$ cat src/rtl/mem_arb_pkg.sv
// rtl/mem_arb_pkg.sv - shared types for the fetch/data memory arbiter
package mem_arb_pkg;

    // Arbiter phase: waiting for a request, or holding the single outstanding slot
    typedef enum logic [1:0] {
        IDLE   = 2'd0,
        I_PEND = 2'd1,
        D_PEND = 2'd2
    } state_t;

    // Requester identity; doubles as the bit index into the grant vector
    typedef enum logic {
        REQ_I = 1'b0,
        REQ_D = 1'b1
    } req_t;

endpackage

$ cat src/rtl/lib_rr_arb2.sv
// rtl/lib_rr_arb2.sv - two-way round-robin grant with last-winner memory
module lib_rr_arb2 #(
    parameter logic LAST_RST = 1'b1
) (
    input  logic       clk,
    input  logic       rst_n,
    input  logic [1:0] req,
    input  logic       upd,
    output logic [1:0] gnt
);

    // Index of the requester that won the most recent accepted grant
    logic last_grant;

    // A lone requester wins outright; on a tie the one not served last wins
    always_comb begin
        gnt = req;
        if (req[0] && req[1]) begin
            gnt = last_grant ? 2'b01 : 2'b10;
        end
    end

    // Remember the winner only when the grant is actually consumed
    always_ff @(posedge clk or negedge rst_n) begin
        if (!rst_n) begin
            last_grant <= LAST_RST;
        end else if (upd && (gnt != 2'b00)) begin
            last_grant <= gnt[1];
        end
    end

endmodule

$ cat src/rtl/mem_arb.sv
// rtl/mem_arb.sv - fetch/data arbiter onto one memory port, one transaction in flight
import mem_arb_pkg::*;

module mem_arb #(
    parameter int AW = 32,
    parameter int DW = 32
) (
    input  logic            clk,
    input  logic            rst_n,

    input  logic            i_req_vld,
    output logic            i_req_rdy,
    input  logic [AW-1:0]   i_req_addr,
    output logic            i_rsp_vld,
    input  logic            i_rsp_rdy,
    output logic [DW-1:0]   i_rsp_data,

    input  logic            d_req_vld,
    output logic            d_req_rdy,
    input  logic [AW-1:0]   d_req_addr,
    input  logic            d_req_we,
    input  logic [DW-1:0]   d_req_wdata,
    input  logic [DW/8-1:0] d_req_wstrb,
    output logic            d_rsp_vld,
    input  logic            d_rsp_rdy,
    output logic [DW-1:0]   d_rsp_data,

    output logic            m_req_vld,
    input  logic            m_req_rdy,
    output logic [AW-1:0]   m_req_addr,
    output logic            m_req_we,
    output logic [DW-1:0]   m_req_wdata,
    output logic [DW/8-1:0] m_req_wstrb,
    input  logic            m_rsp_vld,
    output logic            m_rsp_rdy,
    input  logic [DW-1:0]   m_rsp_data
);

    state_t     state;
    state_t     state_nxt;
    logic [1:0] gnt;
    logic       m_req_hs;

    // Fetch wins the first tie after reset, so last winner starts as data
    lib_rr_arb2 #(
        .LAST_RST (1'b1)
    ) u_rr (
        .clk   (clk),
        .rst_n (rst_n),
        .req   ({d_req_vld, i_req_vld}),
        .upd   (m_req_hs),
        .gnt   (gnt)
    );

    // Read data is pure routing; the valids decide who actually sees it
    assign i_rsp_data = m_rsp_data;
    assign d_rsp_data = m_rsp_data;

    // Phase register; reset abandons any transaction in flight
    always_ff @(posedge clk or negedge rst_n) begin
        if (!rst_n) begin
            state <= IDLE;
        end else begin
            state <= state_nxt;
        end
    end

    // Request mux, handshake routing and next phase
    always_comb begin
        state_nxt   = state;
        m_req_hs    = 1'b0;
        m_req_vld   = 1'b0;
        i_req_rdy   = 1'b0;
        d_req_rdy   = 1'b0;
        i_rsp_vld   = 1'b0;
        d_rsp_vld   = 1'b0;
        m_rsp_rdy   = 1'b0;
        m_req_addr  = i_req_addr;
        m_req_we    = 1'b0;
        m_req_wdata = '0;
        m_req_wstrb = '0;

        // A fetch never writes, so only a data grant carries we/wdata/wstrb
        if (gnt[REQ_D]) begin
            m_req_addr  = d_req_addr;
            m_req_we    = d_req_we;
            m_req_wdata = d_req_wdata;
            m_req_wstrb = d_req_wstrb;
        end

        case (state)
            IDLE: begin
                m_req_vld = i_req_vld | d_req_vld;
                i_req_rdy = gnt[REQ_I] & m_req_rdy;
                d_req_rdy = gnt[REQ_D] & m_req_rdy;
                m_req_hs  = m_req_vld & m_req_rdy;
                if (m_req_hs) begin
                    state_nxt = gnt[REQ_D] ? D_PEND : I_PEND;
                end
            end
            I_PEND: begin
                i_rsp_vld = m_rsp_vld;
                m_rsp_rdy = i_rsp_rdy;
                if (m_rsp_vld && i_rsp_rdy) begin
                    state_nxt = IDLE;
                end
            end
            D_PEND: begin
                d_rsp_vld = m_rsp_vld;
                m_rsp_rdy = d_rsp_rdy;
                if (m_rsp_vld && d_rsp_rdy) begin
                    state_nxt = IDLE;
                end
            end
            default: begin
                state_nxt = IDLE;
            end
        endcase
    end

endmodule
$ cat config.mk
export PLATFORM = sky130hd
export DESIGN_NAME = mem_arb
export DESIGN_NICKNAME = d
export VERILOG_FILES = /design/src/rtl/mem_arb_pkg.sv /design/src/rtl/lib_rr_arb2.sv /design/src/rtl/mem_arb.sv
export SDC_FILE = /design/constraint.sdc
export NUM_CORES = 1
export LEC_CHECK = 0
export CORE_AREA = 3 3 108 110
export DETAILED_ROUTE_END_ITERATION = 8
export DIE_AREA = 0 0 111 113
export PLACE_DENSITY = 0.6
export SLEW_MARGIN = 20
export SYNTH_ARGS = -nofsm -noshare
export SYNTH_HDL_FRONTEND = slang
export SYNTH_SLANG_ARGS = --single-unit
$ cat constraint.sdc
create_clock -name clk -period 4.2 [get_ports clk]
set_clock_uncertainty 0.05 [all_clocks]
set_input_delay 0.84 -clock clk [delete_from_list [all_inputs] [get_ports clk]]
set_output_delay 0.84 -clock clk [all_outputs]
set_load 0.005 [all_outputs]
======== Yosys cells after proc, flatten, opt, wreduce, memory -nomap -nowiden ========
Index checks and enable logic that the tools add are counted.
storage, ports and cells
  bits in latches ......................... 0
  bits in registers ....................... 3
  input port bits ......................... 141
  memory bits (writable) .................. 0
  bits in read-only memories .............. 0
  output and inout port bits .............. 139
  memories kept ........................... 0
operators by class
  reductions and logical operators ........ 7
  eq/ne operators ......................... 5
  $mul .................................... 0
  $lt $le $gt $ge ......................... 0
  mux-type cells .......................... 18
  add/subtract/negate cells ............... 0
  shift operators ......................... 0
  div/mod/pow operators ................... 0
  bitwise gates (word level) .............. 4
operators with widths
  operator                                                         number
  32-bit 2-to-1 mux                                                2
  2-bit 2-to-1 mux                                                 6
  1-bit 2-to-1 mux                                                 7
  2-bit inequality test, second input constant                     3
  2-bit case mux with 3 select lines                               1
  1-bit logical AND                                                4
  4-bit 2-to-1 mux                                                 1
  1-bit AND                                                        3
  3-bit AND reduction                                              1
  2-bit by 1-bit == test with 1-bit output, second input constant  1
  2-bit == test, second input constant                             1
  2-bit logical NOT                                                1
  1-bit case mux with 2 select lines                               1
  2-bit nonzero test                                               1
  1-bit bitwise OR                                                 1

======== Longest topological paths before layout ========
  depth after elaboration ................. 5
  mapped depth ............................ 5

======== Modules after synthesis ========
Synthesis repeated with hierarchy kept, for this count alone.
unflattened totals
  cell total of the unflattened synthesis .. 173
  area total of the unflattened synthesis .. 1390.1 um^2
by module, submodules not included
  module       times used  cells each  area each (um^2)
  mem_arb      1           167         1333.8
  lib_rr_arb2  1           6           56.3

======== Least setup slack after synthesis ========
Ideal clock, no wire load.
  kind .................................... in2out
  start point ............................. in d_req_vld
  end point ............................... out m_req_addr[10]
  path buffers ............................ 1
  cell stages on the path ................. 3
  setup slack ............................. 1.664 ns
  data arrival time ....................... 1.646 ns
  cells stage by stage .................... a21boi_4 clkbuf_8 mux2_2
on the way
  longest elaborated chain between the ends .. 3
ends and longest elaborated chain
  element                RTL line           RTL
  start, declared        mem_arb.sv:18      input logic d_req_vld,
  1-bit logical AND      lib_rr_arb2.sv:18  if (req[0] && req[1]) begin
  2-bit 2-to-1 mux (*)   lib_rr_arb2.sv:18
  32-bit 2-to-1 mux (*)  mem_arb.sv:84      if (gnt[REQ_D]) begin
  end, declared          mem_arb.sv:30      output logic [AW-1:0] m_req_addr,
Mark *: on every way between the ends. The rest lies on a longest branch, timed or not.

======== Worst setup path after layout ========
  start point ............................. in d_req_vld
  end point ............................... out m_req_addr[30]
Same word-level chain as after synthesis.

==> summary.md <==
| Metric | Value |
|---|---|
| Status | finished clean |
| Crit Path Category | in -> out |
| Rel. slew slack | 0.747 |
| Clock-pin slew on the worst setup and hold paths | 0.03 ns |
| Final WS setup | 0.493 ns |
| Share of cells above drive strength 1 | 0.125 |
| Final slew viol count | 0 |
| Total global-route track usage | 0.0891 |
| Static Leak | 1.08 nW |
| # diodes | 0 |
| Average vias per placed instance | 3.56 |
| CTS tree | done |
| Final Hold Vio Count | 0 |
| Flop pwr share | 0.085 |
| Period utilization | 0.883 |
| FMAX | 270 MHz |
| CP Capture Type | output port |
| TritonCTS buffer count | 3 |
| Cts repair resizes | 0 |
| Critical Path, Cell by Cell | clkdlybuf4s50_1, a21boi_4, buf_12, mux2_2, clkdlybuf4s50_1 |
| Routability cong. | between 0.8 and 0.9 |
| Placed cells | between 400 and 500 |
| Internal Power | 0.473 mW |
| # setup viols final | 0 |
| Clk buf depth | 2 |
| Crit path max fanout | 71 |
| Mean area per synthesized cell | 8.22 sq um |
| Clk sink count | 3 |
| Filler instances | 1136 |
| Initial antenna violation count | 0 |
| Hold crit path type | reg -> reg |
| Skew-Pair Late Insertion Delay | roughly 0.21 ns |
| GR Overflow Total | 0 |
| Vias | 1521 |
| Die W | 111 um |
| Vias in the first global route | 1590 |
| Pin count of the biggest net entering global routing | 72 |
| M1 WL | 2240 um |
| Synth Warn # | 0 |
| CP max-delay cell | clkdlybuf4s50_1 |
| Layout area overhead | 109% |
| Drt pass-1 iters | 4 |
| Core ar. | between 0.01 and 0.015 sq mm |
| Arr. time, crit path | about 2.8 ns |
| TNS Setup | 0 ns |
| Die ar. | 0.0125 sq mm |
| CP max stage delay | 0.57 ns |
| Switching power | 0.213 mW |
| Maximum Capacitance Violations | 0 |
| DR iter-0 viols | 42 |
| Total wire length | roughly 6300 um |
| First-pass GRT wire length | 9090 um |
| Ports | 280 |
| H-Tree Depth | 1 |
| DR top layer | met4 |
| # Post-CTS Setup Buffers | 0 |
| Comb pwr share | 0.794 |
| Clock power share | 0.122 |
| Cell variety after synth | 24 |
| Post-Synthesis Cells | 170 |
| Post-route ant nets | 0 |
| Worst EP required | 3.31 ns |
| Fin crit period | between 3 and 4 ns |
| # hold bufs at CTS | 0 |
| Residual DRC | 0 |
| Setup WS pre-CTS | 0.505 ns |
| Final Net Count | 432 |
| Power density over the cells | 234 mW/mm^2 |
| Synth Net Count | 314 |
| Initial core utilization | 0.129 |
| Maximum vdd ir drop | 0.000251 V |
| CP delay by family, top | buffers and inverters |
| Slew @ Worst Pin | 0.379 ns |
| Fin cells | between 400 and 500 |
| Wire length on met2 | approximately 3200 um |
| RSZ-0062 raised after global routing | false |
| Clock root buffer | clkbuf_8 |
| HPWL after DPL | 5610 um |
| Sw Share | 0.311 |
| Crit-path most repeated cell | clkdlybuf4s50_1 |
| Synth Register Bits | 3 |
| Post-synthesis cell area | 0.00140 sq mm |
| Cell Rows | 38 |
| Met3 wire len | 732 um |
| Post-synthesis sequential area ratio | 0.0546 |
| Startpoint class of the critical path | primary input |
| Die Ht | 113 um |
| Number of port buffers | ~180 |
| CP bufs+invs | 3 |
| Wirelength per Cell | 14.9 um |
-- layout make-up --
| class | instances | area (sq um) | area share |
|---|---|---|---|
| Inverter | 4 | 15.0 | 0.00513 |
| Clock buffer | 4 | 45.0 | 0.0154 |
| Timing Repair Buffer | 184 | 1850 | 0.632 |
| Tap cell | 140 | 175 | 0.0598 |
| Multi-Input combinational cell | 92 | 764 | 0.261 |
| Sequential cell | 3 | 76.3 | 0.0261 |
-- cells by family (layout without fill, tap and decap cells) --
logic type | Yosys count | count (layout) | synth area share
fa+ha+maj | 3 | 3 | 0.0269
simple gates | 46 | 46 | 0.198
buf+inv | 75 | 192 | 0.398
flops | 3 | 3 | 0.0546
mux | 32 | 32 | 0.258
compound gates | 11 | 11 | 0.0645
-- through the flow --
stage | util | hold slack, ns | total power [mW] | area, sq um
final | 0.271 | 0.460 | 0.686 | 2930
after global routing | 0.271 | 0.494 | 0.734 | 2930
after CTS | 0.271 | 0.461 | 0.700 | 2930
after detailed placement | 0.267 | 0.463 | 0.611 | 2880
after global placement | 0.267 | 0.453 | 0.606 | 2880
after floorplan | - | 0.439 | 0.325 | 1400
-- final timing paths --
check / startpoint / cells past startpoint / end / slack (ns)
worst max-delay path: d_req_vld / 5 / m_req_addr[30] / 0.49
min in group asynchronous: rst_n / 1 / state[1] / 0.77
worst min-delay path: u_rr.last_grant / 2 / u_rr.last_grant / 0.46
worst max register to register: state[0] / 4 / state[1] / 2.72
worst min register to register: u_rr.last_grant / 2 / u_rr.last_grant / 0.46
max in group asynchronous: rst_n / 1 / u_rr.last_grant / 3.10
-- state kept, by name, summed over array words and instances (netlist names) --
signal	flops
u_rr.last_grant	1
state	2
-- cells in the final DEF, fill, tap and decap left out, types with 2 or more instances in the layout --
master             n
nand2_1            3
nand3_1            3
and2_1            39
clkbuf_8           3
mux2_2            30
o21ai_0            2
mux2_1             2
inv_1              4
clkdlybuf4s50_1  183
ha_1               3
dfrtp_1            2
-- power by group through the flow --
| stage | combinational, mW | clock, mW | sequential, mW |
|---|---|---|---|
| floorplan | 0.270 | 0 | 0.0558 |
| CTS | 0.556 | 0.0869 | 0.0576 |
| detailed placement | 0.553 | 0 | 0.0578 |
| finish | 0.544 | 0.0834 | 0.0581 |
| global placement | 0.549 | 0 | 0.0573 |
| global route | 0.587 | 0.0869 | 0.0602 |
-- worst min-delay path, delay by kind of cell (launching register included) --
family / cells / cell delay (ns)
compound gates: 1 / 0.07
simple gates: 1 / 0.05
flops: 1 / 0.38
-- cell usage after synthesis (all sizes together) --
master	n	area (sq um)
dfstp	1	26.3
mux2	32	360
a222oi	1	10.0
o22ai	1	6.26
nor2b	1	6.26
and2	39	244
a22oi	1	7.51
ha	3	37.5
dfrtp	2	50.1
a21boi	1	18.8
clkbuf	5	38.8
o32ai	1	8.76
o21ai	2	10.0
a21oi	1	5.00
o211ai	1	7.51
buf	66	503
inv	4	15.0
o21a	1	7.51
a22o	1	8.76
nand3	3	15.0
nand2	3	11.3
-- metal layers --
layer  global-route usage  vias up
met5                    0        -
met4               0.0312        0
met3               0.0353       16
met2                0.161      128
met1               0.0939      649
li1                     -      728
Note: power is estimated with default switching activity, not from simulation.
